$ cat config.mk
export PLATFORM = sky130hd
export DESIGN_NAME = cacheline_arbiter
export DESIGN_NICKNAME = d
export VERILOG_FILES = /design/src/rtl/cacheline_arbiter.sv
export SDC_FILE = /design/constraint.sdc
export NUM_CORES = 1
export LEC_CHECK = 0
export ABC_AREA = 1
export BUFFER_PORTS_ARGS = -buffer_cell sky130_fd_sc_hd__clkbuf_2
export CORE_AREA = 2 2 541 543
export DETAILED_ROUTE_END_ITERATION = 10
export DIE_AREA = 0 0 543 545
export GPL_ROUTABILITY_DRIVEN = 0
export HOLD_SLACK_MARGIN = 0.12
export PLACE_DENSITY_LB_ADDON = 0.15
export SLEW_MARGIN = 15
export SYNTH_ARGS = -nofsm -noshare
export SYNTH_HDL_FRONTEND = slang
export SYNTH_SLANG_ARGS = --single-unit
$ cat constraint.sdc
create_clock -name clk -period 1.32 [get_ports clk]
set_input_delay 0.132 -clock clk [delete_from_list [all_inputs] [get_ports clk]]
set_output_delay 0.132 -clock clk [all_outputs]
set_load 0.03 [all_outputs]
$ cat src/rtl/cacheline_arbiter.sv
// cacheline_arbiter
//   Shares one cacheline adaptor between the icache and the dcache. One
//   complete line transaction is granted at a time, with round-robin
//   fairness when both caches request in the same cycle. The granted command
//   is latched, so requester inputs are ignored until the adaptor completes.
//
// Ports
//   clk, rst                      clock, synchronous active-high reset
//   i_pmem_read/address           icache line read request
//   i_pmem_rdata/resp             line data and one-cycle completion to icache
//   d_pmem_read/write/address     dcache line read / write-back request
//   d_pmem_wdata                  dcache write-back data
//   d_pmem_rdata/resp             line data and one-cycle completion to dcache
//   ca_read/write/address/wdata   latched command to the adaptor
//   ca_rdata, ca_resp             adaptor read data and completion
module cacheline_arbiter #(
  parameter int ADDR_W   = 32,
  parameter int LINE_W   = 256,
  parameter int OFFSET_W = 5
) (
  input  logic              clk,
  input  logic              rst,
  input  logic              i_pmem_read,
  input  logic [ADDR_W-1:0] i_pmem_address,
  output logic [LINE_W-1:0] i_pmem_rdata,
  output logic              i_pmem_resp,
  input  logic              d_pmem_read,
  input  logic              d_pmem_write,
  input  logic [ADDR_W-1:0] d_pmem_address,
  input  logic [LINE_W-1:0] d_pmem_wdata,
  output logic [LINE_W-1:0] d_pmem_rdata,
  output logic              d_pmem_resp,
  output logic              ca_read,
  output logic              ca_write,
  output logic [ADDR_W-1:0] ca_address,
  output logic [LINE_W-1:0] ca_wdata,
  input  logic [LINE_W-1:0] ca_rdata,
  input  logic              ca_resp
);

  typedef enum logic [1:0] {
    IDLE    = 2'd0,
    SERVE_I = 2'd1,
    SERVE_D = 2'd2
  } state_e;

  localparam logic OWNER_I = 1'b0;
  localparam logic OWNER_D = 1'b1;

  state_e              state_q, state_d;
  logic                last_owner_q, last_owner_d;
  logic                op_write_q, op_write_d;
  logic [ADDR_W-1:0]   addr_q, addr_d;
  logic [LINE_W-1:0]   wdata_q, wdata_d;

  logic                i_req;
  logic                d_req;
  logic                grant_i;

  assign i_req = i_pmem_read;
  assign d_req = d_pmem_read | d_pmem_write;
  // On contention the requester that did not own the previous transaction wins.
  assign grant_i = i_req && (!d_req || (last_owner_q == OWNER_D));

  // Read data is broadcast; only the completion strobes are owner-qualified.
  assign i_pmem_rdata = ca_rdata;
  assign d_pmem_rdata = ca_rdata;
  assign ca_address   = addr_q;
  assign ca_wdata     = wdata_q;

  always_comb begin
    state_d      = state_q;
    last_owner_d = last_owner_q;
    op_write_d   = op_write_q;
    addr_d       = addr_q;
    wdata_d      = wdata_q;
    ca_read      = 1'b0;
    ca_write     = 1'b0;
    i_pmem_resp  = 1'b0;
    d_pmem_resp  = 1'b0;

    case (state_q)
      IDLE: begin
        if (grant_i) begin
          state_d      = SERVE_I;
          last_owner_d = OWNER_I;
          op_write_d   = 1'b0;
          addr_d       = {i_pmem_address[ADDR_W-1:OFFSET_W], {OFFSET_W{1'b0}}};
          wdata_d      = '0;
        end else if (d_req) begin
          state_d      = SERVE_D;
          last_owner_d = OWNER_D;
          // A simultaneous read+write is treated as the write-back.
          op_write_d   = d_pmem_write;
          addr_d       = {d_pmem_address[ADDR_W-1:OFFSET_W], {OFFSET_W{1'b0}}};
          wdata_d      = d_pmem_wdata;
        end
      end
      SERVE_I: begin
        ca_read     = 1'b1;
        i_pmem_resp = ca_resp;
        if (ca_resp) state_d = IDLE;
      end
      SERVE_D: begin
        ca_read     = ~op_write_q;
        ca_write    = op_write_q;
        d_pmem_resp = ca_resp;
        if (ca_resp) state_d = IDLE;
      end
      default: state_d = IDLE;
    endcase
  end

  always_ff @(posedge clk) begin
    if (rst) begin
      state_q      <= IDLE;
      last_owner_q <= OWNER_I;
      op_write_q   <= 1'b0;
      addr_q       <= '0;
      wdata_q      <= '0;
    end else begin
      state_q      <= state_d;
      last_owner_q <= last_owner_d;
      op_write_q   <= op_write_d;
      addr_q       <= addr_d;
      wdata_q      <= wdata_d;
    end
  end

endmodule

==> results.toml, run 1 <==
[status]
status = "complete, but fails checks"
violations = "negative hold slack, negative setup slack"

[placement]
dp_hpwl_um = 128000
dpl.cell_count = 5890
port_buffers = 602

[global_routing]
grt.total_usage_pct = 10.6
grt_pass1_wl_um = 199000
antenna_found_initial = 101
grt_pass1_vias = 16600
grt_max_degree = 54
gr-total-overflow = 0

[pwr]
p_leak_nw = 13.5
p_per_area_mw_per_mm2 = 1300
vdd_ir_drop_max_v = 0.00110

[sta]
slew_viol_final = 0
finClkSkew_ps = 68.7
rsz0062_at_grt = "yes"
worst_hold_slack_ps = -58.5
finalHoldViolCount = 2
period_share_pct = 148
timing.fmax_mhz = 514
finalSetupViolCount = 361
min_period_ps = 1950
setup_ws_ps = -627

[layout]
fillers = 33200
syn_to_final_growth_pct = 141
final_net_count = 3178
drive_gt1_share_pct = 70.7
most-common-layout-cells = "dlygate4sd3_1, clkbuf_2, nand2_1"
layoutNonFillerInstCount = 6562

[detailed_routing]
routedWlPerCell_um = 25.2
finalWirelength_um = 165000
vias = 16400
drt-initial-drc-count = 509
post-route-drc-count = 0
wl_met3_um = 31300
route.met2.wl_um = 82600
wl_met1_um = 44200
highest_layer = "met5"
vias_per_cell = 2.50
firstDrtPassIters = 5
ant_nets = 0

[clock_network]
clk_pin_slew_ps = 50
cts_root_buffer = "clkbuf_16"
numCtsBuffers = 47
clock-sinks = 287
ctsLongestPathBuffers = 3
postCtsHoldBufs = 314
clkLatencyLatePin_ps = 720
cts_tree = "done"
htreeDepth = 2

[synthesis]
yosys.cell_types.count = 18
ys_warn_count = 0
yosys.area_share.simple_pct = 19.0
synth_top_family_by_area = "buffers and inverters"
synth.top_cell.area_share_pct = 38.8
synth_top_area_cell = "dfxtp_1"
synth_area_mm2 = 0.0148
muxShareOfSynthArea_pct = 0
synthAdderAreaFrac_pct = 0.253
synth_compound_area_share_pct = 10.0
synth_xor_area_share_pct = 0
ys_ff_latch = 287
synth.avg_cell_area_um2 = 7.67
synth_seq_area_share_pct = 38.8
synth_cells = 1931
synthTopCellsByArea = "dfxtp_1, buf_4, nand3_1"

[floorplanning]
start_util_pct = 5.11
die_area_mm2 = 0.296
die_y_um = 545
coreArea_mm2 = 0.290
fp-row-count = 198
die_w_um = 543
io_pins = 1386

[setup_path]
cp.required_ps = 1190
crit_fanout = 3
end_kind = "primary output"
start_kind = "flip-flop"
path_class = "flip-flop to primary output"
arrival_ps = 1820

[min_path]
hp-class = "input port to flip-flop"

[job]
drv_cap = 0
==> final cells by class <==
class                           instances  area, µm²  area share [%]
Clock buffer                           72       1390            3.90
Inverter                               62        235           0.659
Timing Repair Buffer                 1256      14700            41.1
Antenna cell                           31       77.6           0.217
Multi-Input combinational cell        939       7960            22.3
Clock inverter                         15        279           0.782
Sequential cell                       287       6190            17.4
Tap cell                             3900       4880            13.7
==> critical path, stage by stage, from the launching register on <==
cell	delay, ps
dfxtp_2	320
inv_2	50
buf_6	110
ha_4	150
inv_2	40
nor2_1	30
o21a_1	220
buf_12	160
==> Yosys cell counts <==
master    number
buf_4        521
nand2_1      319
nand3_1      314
a21oi_1      287
dfxtp_1      287
buf_2         79
inv_1         62
clkbuf_1      42
nor2_1         4
buf_6          3
ha_1           3
nand2_2        3
buf_1          2
a21boi_4       1
conb_1         1
nor2_2         1
o21a_1         1
o21bai_4       1
==> power by group <==
| part | internal, mW | switching, mW | total, mW |
|---|---|---|---|
| Sequential | 9.97 | 1.06 | 11.0 |
| Clock | 8.28 | 5.69 | 14.0 |
| Combinational | 10.8 | 10.4 | 21.2 |
| Total | 29.0 | 17.2 | 46.2 |
==> cell families after synthesis <==
| logic type | count (synthesis) |
|---|---|
| AO/OA/AOI/OAI | 290 |
| other | 1 |
| flip-flops | 287 |
| buffers and inverters | 709 |
| adder cells (fa/ha/maj) | 3 |
| AND/OR/NAND/NOR | 641 |
==> repair_timing <==
item | 4_1_cts | 5_1_grt
endpoints found under the hold margin | 287 | 2
buffers inserted | 139 | 73
pin swaps | 124 | 208
resized for setup | 1386 | 761
setup endpoints to repair | 574 | 574
cloned | 63 | 11
==> state kept, by name, summed over array words and instances, names as in the netlist <==
name and cells:
ca_address 27, ca_wdata 256, op_write_q 1, state_q 2, last_owner_q 1
==> routing by layer <==
| layer | vias to the layer above | track usage [%] |
|---|---|---|
| met3 | 346 | 9.39 |
| met4 | 102 | 3.55 |
| met5 | - | 0.795 |
| met2 | 1267 | 18.8 |
| li1 | 7204 | - |
| met1 | 7484 | 8.18 |
==> metrics by stage <==
step	power, mW	utilization [%]	cell area [µm²]	setup TNS, ps	setup slack, ps
final	46.2	12.3	35700	-102070	-627
after global routing	48.5	12.3	35600	-136070	-724
after CTS	45.4	11.3	32800	-144090	-744
after detailed placement	20.4	6.71	19500	-110000	-723
after global placement	20.4	6.71	19500	-111700	-719
after floorplan	18.6	-	14900	-5730	-37.4
==> final timing paths <==
check / start / cells after the start / slack (ps) / end
worst min register to register: ca_wdata[156] / 2 / 470 / ca_wdata[156]
worst max register to register: state_q[1] / 10 / -450 / ca_wdata[125]
worst min-delay path: d_pmem_read / 6 / -60 / state_q[1]
worst max-delay path: state_q[0] / 7 / -630 / ca_read
(Power assumes the default switching activity.)
==> run 2: changes to the inputs <==
--- a/config.mk
+++ b/config.mk
@@ -7,9 +7,9 @@
 export LEC_CHECK = 0
 export ABC_AREA = 1
 export BUFFER_PORTS_ARGS = -buffer_cell sky130_fd_sc_hd__clkbuf_2
-export CORE_AREA = 2 2 541 543
+export CORE_AREA = 2 2 543 545
 export DETAILED_ROUTE_END_ITERATION = 10
-export DIE_AREA = 0 0 543 545
+export DIE_AREA = 0 0 545 547
 export GPL_ROUTABILITY_DRIVEN = 0
 export HOLD_SLACK_MARGIN = 0.12
 export PLACE_DENSITY_LB_ADDON = 0.15
==> constraint.sdc (replaced) <==
create_clock -name clk -period 1.8 [get_ports clk]
set_input_delay 0.18 -clock clk [delete_from_list [all_inputs] [get_ports clk]]
set_output_delay 0.18 -clock clk [all_outputs]
set_load 0.03 [all_outputs]
==> run 2 against run 1 <==
Compared with the run above:
- the flow finishes with violations (negative setup slack)
- sequential cell count is the same
- utilization shrank 3.9 points
- clock power shrank 31%
- clock skew shrank 26 ps
- worst setup slack gained 520 ps
- register-to-register slack gained 380 ps
- count of clock-buffer cells in the layout shrank 4
- wire length shrank 9.1%
- first-iteration DRC count grew 23%
- largest cell class unchanged
==> results.toml, run 2 (synthesis results as in run 1) <==
[clock_network]
numCtsBuffers = 47
clk_pin_slew_ps = 60
clock-sinks = 287
htreeDepth = 2
cts_root_buffer = "clkbuf_16"
cts_tree = "done"
clkLatencyLatePin_ps = 700
ctsLongestPathBuffers = 3

[floorplanning]
coreArea_mm2 = 0.293
io_pins = 1386
fp-row-count = 199
start_util_pct = 5.06
die_area_mm2 = 0.298
die_y_um = 547
die_w_um = 545

[status]
violations = "negative setup slack"
status = "complete, but fails checks"

[detailed_routing]
routedWlPerCell_um = 23.6
post-route-drc-count = 0
firstDrtPassIters = 4
finalWirelength_um = 150000
drt-initial-drc-count = 627
vias_per_cell = 2.32
ant_nets = 0
vias = 14800

[pwr]
clock_power_share_pct = 38.0
power_frac_seq_pct = 29.9
p_int_mw = 15.6
p_leak_nw = 9.60
swShare_pct = 38.5
p_sw_mw = 9.76
combPwrFrac_pct = 32.1
p_per_area_mw_per_mm2 = 1030
power_mw = 25.4
vdd_ir_drop_max_v = 0.000651

[setup_path]
worstReg2RegEnd = "ca_wdata[40]"
arrival_ps = 1730
cp.required_ps = 1620
crit_fanout = 2
critical_path.cell_chain = "inv_2 -> buf_6 -> ha_4 -> inv_2 -> nor2_2 -> o21a_1 -> buf_8"
rr_startpoint = "state_q[1]"
slowest_delay_ps = 330
rrSetupSlack_ps = -70
end_kind = "primary output"
path_class = "flip-flop to primary output"
start_kind = "flip-flop"
r2r_cells = 9
cpMostUsedCell = "inv_2"
critPathSlowestCell = "dfxtp_2"
startpoint = "state_q[0]"
crit_end = "ca_read"

[layout]
most-common-layout-cells = "clkbuf_2, nand2_1, dlygate4sd3_1"
final_net_count = 2958
fillers = 34500
drive_gt1_share_pct = 34.0
stdcell_area_mm2 = 0.0247
syn_to_final_growth_pct = 66.5
final-seq-area_mm2 = 0.00575
mostFrequentLayoutCell = "clkbuf_2"
utilization_pct = 8.43
largest_reg_flops = 256
multi_input_area_mm2 = 0.00442

[global_routing]
grt.total_usage_pct = 9.49
gr-total-overflow = 0
antenna_found_initial = 106
grt_pass1_wl_um = 180000
grt_max_degree = 72
grt_pass1_vias = 15000

[placement]
place_ws_ps = 5.36
place_area_mm2 = 0.0195
dp_hpwl_um = 128000
port_buffers = 602

[sta]
rsz0062_at_grt = "yes"
worst_hold_slack_ps = 225
min_period_ps = 1910
slew_viol_final = 0
setup_ws_ps = -112
period_share_pct = 106
timing.fmax_mhz = 523
finalSetupViolCount = 29
finalHoldViolCount = 0
finClkSkew_ps = 42.7

[min_path]
hp-class = "input port to flip-flop"

[job]
drv_cap = 0
## run 2: cell types whose count changed in the layout (fill, tap and decap cells not counted), sizes merged
cell and change:
dlygate4sd3 +1, clkinvlp +3, bufinv -3, diode +14, inv -3, clkbuf +235, clkinv +5, buf -457
bufbuf -3
## run 2: metal layers
| metal | wire length [µm] | up-vias | track usage, % |
|---|---|---|---|
| met2 | 70400 | 1255 | 16.0 |
| li1 | - | 6723 | - |
| met5 | 687 | - | 0.241 |
| met4 | 4280 | 94 | 2.61 |
| met3 | 32200 | 258 | 9.53 |
| met1 | 42700 | 6461 | 7.47 |
## run 2: worst min-delay path by stage
stage | from | to | slack, ps | depth (start not counted)
final | i_pmem_read | state_q[0] | 230 | 7
after CTS | d_pmem_wdata[33] | ca_wdata[33] | 150 | 4
after global routing | d_pmem_wdata[3] | ca_wdata[3] | 210 | 4
after global placement | ca_rdata[103] | d_pmem_rdata[103] | 360 | 0
after detailed placement | ca_rdata[103] | d_pmem_rdata[103] | 360 | 0
after floorplan | d_pmem_write | op_write_q | 340 | 2
## run 2: stage by stage
stage	cells	setup TNS (ps)
after CTS	6312	-826
after floorplan	1935	0
final	6373	-916
after global routing	6349	-7910
after global placement	5911	-32.6
after detailed placement	5911	0
## run 2: worst max-delay path: cells and delay by family, from the launching register on
| kind | cells | cell delay [ps] |
|---|---|---|
| flip-flops | 1 | 330 |
| adder cells (fa/ha/maj) | 1 | 150 |
| buffers and inverters | 4 | 340 |
| AO/OA/AOI/OAI | 1 | 210 |
| AND/OR/NAND/NOR | 1 | 30 |
## run 2: cell type report
type,count,share of cell area [%]
Multi-Input combinational cell,939,17.9
Inverter,62,0.943
Clock inverter,17,0.867
Sequential cell,287,23.3
Tap cell,3919,19.9
Antenna cell,45,0.456
Clock buffer,68,5.57
Timing Repair Buffer,1036,31.1
## run 2: power by group through the flow
stage          logic (mW)  clock network, mW  registers (mW)
3_5_place_dp         7.31                  0            7.71
6_report             8.15               9.66            7.58
2_1_floorplan        4.44                  0            9.13
4_1_cts              8.08               10.3            7.59
5_1_grt              8.86               10.4            7.69
3_3_place_gp         7.36                  0            7.71
## run 2: timing repair
item	4_1_cts	5_1_grt
gates cloned	0	5
hold buffers	315	0
hold endpoints to repair	287	0
endpoints found under the setup margin	5	77
resized for setup	21	16
pin swaps	2	1
setup buffers	1	11
==> run 3: changes to the inputs <==
--- a/config.mk
+++ b/config.mk
@@ -13,6 +13,7 @@
 export GPL_ROUTABILITY_DRIVEN = 0
 export HOLD_SLACK_MARGIN = 0.12
 export PLACE_DENSITY_LB_ADDON = 0.15
+export REMOVE_ABC_BUFFERS = 1
 export SLEW_MARGIN = 15
 export SYNTH_ARGS = -nofsm -noshare
 export SYNTH_HDL_FRONTEND = slang
==> run 3 against run 2 <==
Compared with the run above:
- the run still ends with negative setup slack left
- via count grew 17%
- largest cell class unchanged
- global-route usage grew 10 points
- register-to-register slack gained 80 ps
- critical endpoint unchanged
- highest routed layer unchanged
- clock power is essentially flat
- worst hold slack is essentially flat
- first-iteration DRC count grew to 2.7 times the previous value
- sequential cell count is the same
==> results.toml, run 3 (synthesis results as in run 1) <==
[floorplanning]
die_w_um = 545
coreArea_mm2 = 0.293
start_util_pct = 5.06
io_pins = 1386
die_y_um = 547
fp-row-count = 199
die_area_mm2 = 0.298

[min_path]
hp-class = "input port to flip-flop"

[clock_network]
cts_root_buffer = "clkbuf_16"
htreeDepth = 2
clk_pin_slew_ps = 60
ctsLongestPathBuffers = 3
numCtsBuffers = 46
cts_tree = "done"
clkLatencyLatePin_ps = 690
clock-sinks = 287

[detailed_routing]
routedWlPerCell_um = 48.4
finalWirelength_um = 308000
ant_nets = 0
post-route-drc-count = 0
vias_per_cell = 2.73
vias = 17400
drt-initial-drc-count = 1676
firstDrtPassIters = 6

[sta]
slew_viol_final = 0
finClkSkew_ps = 40.3
period_share_pct = 106
finalSetupViolCount = 2
finalHoldViolCount = 0
min_period_ps = 1910
setup_ws_ps = -115
timing.fmax_mhz = 522
rsz0062_at_grt = "yes"
tns_ps = -167
worst_hold_slack_ps = 225

[layout]
mostFrequentLayoutCell = "clkbuf_2"
largest_reg_flops = 256
drive_gt1_share_pct = 34.8
fillers = 34400
final_net_count = 2973
syn_to_final_growth_pct = 67.1
most-common-layout-cells = "clkbuf_2, nand2_1, dlygate4sd3_1"

[pwr]
p_sw_mw = 10.1
swShare_pct = 39.3
p_per_area_mw_per_mm2 = 1030
power_mw = 25.6
p_int_mw = 15.5
p_leak_nw = 9.67
vdd_ir_drop_max_v = 0.000617
clock_power_share_pct = 37.8
combPwrFrac_pct = 32.6
power_frac_seq_pct = 29.5

[placement]
dp_hpwl_um = 266000
port_buffers = 602

[global_routing]
grt_pass1_vias = 15500
grt_pass1_wl_um = 340000
grt_use_met1_pct = 12.2
antenna_found_initial = 59
gr-total-overflow = 0
grt_max_degree = 86
grt_use_met2_pct = 29.4
grt_util_met3_pct = 24.9
gr-max-usage-layer = "met2"
grt.total_usage_pct = 19.8

[setup_path]
end_kind = "primary output"
crit_fanout = 3
path_class = "flip-flop to primary output"
cp.required_ps = 1620
start_kind = "flip-flop"
arrival_ps = 1730

[job]
drv_cap = 0

[status]
violations = "negative setup slack"
status = "complete, but fails checks"
==> run 3: routing by layer <==
| layer | share of wire, % | up-vias |
|---|---|---|
| met5 | 2.5 | - |
| met4 | 6.9 | 98 |
| met3 | 26 | 356 |
| met2 | 42 | 2679 |
| met1 | 22 | 7531 |
| li1 | - | 6703 |
==> run 3: area by class of cell <==
class	instances	area, µm²	share of cell area, %
well taps	3919	4900	19.8
clock buffers	64	1350	5.46
clock inverters	19	146	0.591
inverters	62	235	0.950
multi-input cells	939	4450	18.0
flip-flops and latches	287	5750	23.2
repair buffers	1052	7880	31.8
diodes	13	32.5	0.131
==> run 3: path summary, 6_finish.rpt <==
check | startpoint | endpoint | slack, ps | cells past startpoint
hold / removal | i_pmem_address[19] | ca_address[19] | 220 | 6
hold reg to reg | ca_wdata[76] | ca_wdata[76] | 460 | 2
setup / recovery | state_q[0] | ca_read | -110 | 7
setup reg to reg | state_q[1] | ca_wdata[119] | 10 | 8
==> run 3: critical path, stage by stage (launching register included) <==
cell and delay [ps]:
dfxtp_2 330, inv_2 40, buf_6 110, ha_4 160, inv_2 40, nor2_1 30
o21a_1 190, buf_8 150
==> run 3: power by group through the flow <==
stage          combinational (mW)  clock, mW  sequential [mW]
4_1_cts                      8.24       10.3             7.55
3_5_place_dp                 7.52          0             7.68
2_1_floorplan                2.11          0             9.13
5_1_grt                      8.97       10.4             7.65
3_3_place_gp                 7.56          0             7.67
6_report                     8.35       9.68             7.56
==> run 3: timing repair <==
action                                 CTS  global route
endpoints found under the hold margin  286             0
resized for setup                       25            26
gates cloned                             0             6
hold buffers                           313             0
buffers inserted                         3             2
setup endpoints to repair                5            31
pin swaps                                2             2
==> run 3: per-stage QoR <==
step	std cells	worst slack (ps)	utilization, %	cell area [µm²]
after floorplan	1288	-2540	-	10300
after global placement	5935	-101	6.73	19700
after detailed placement	5935	-103	6.73	19700
after CTS	6334	-217	8.35	24400
after global routing	6348	-203	8.46	24700
final	6355	-115	8.46	24800
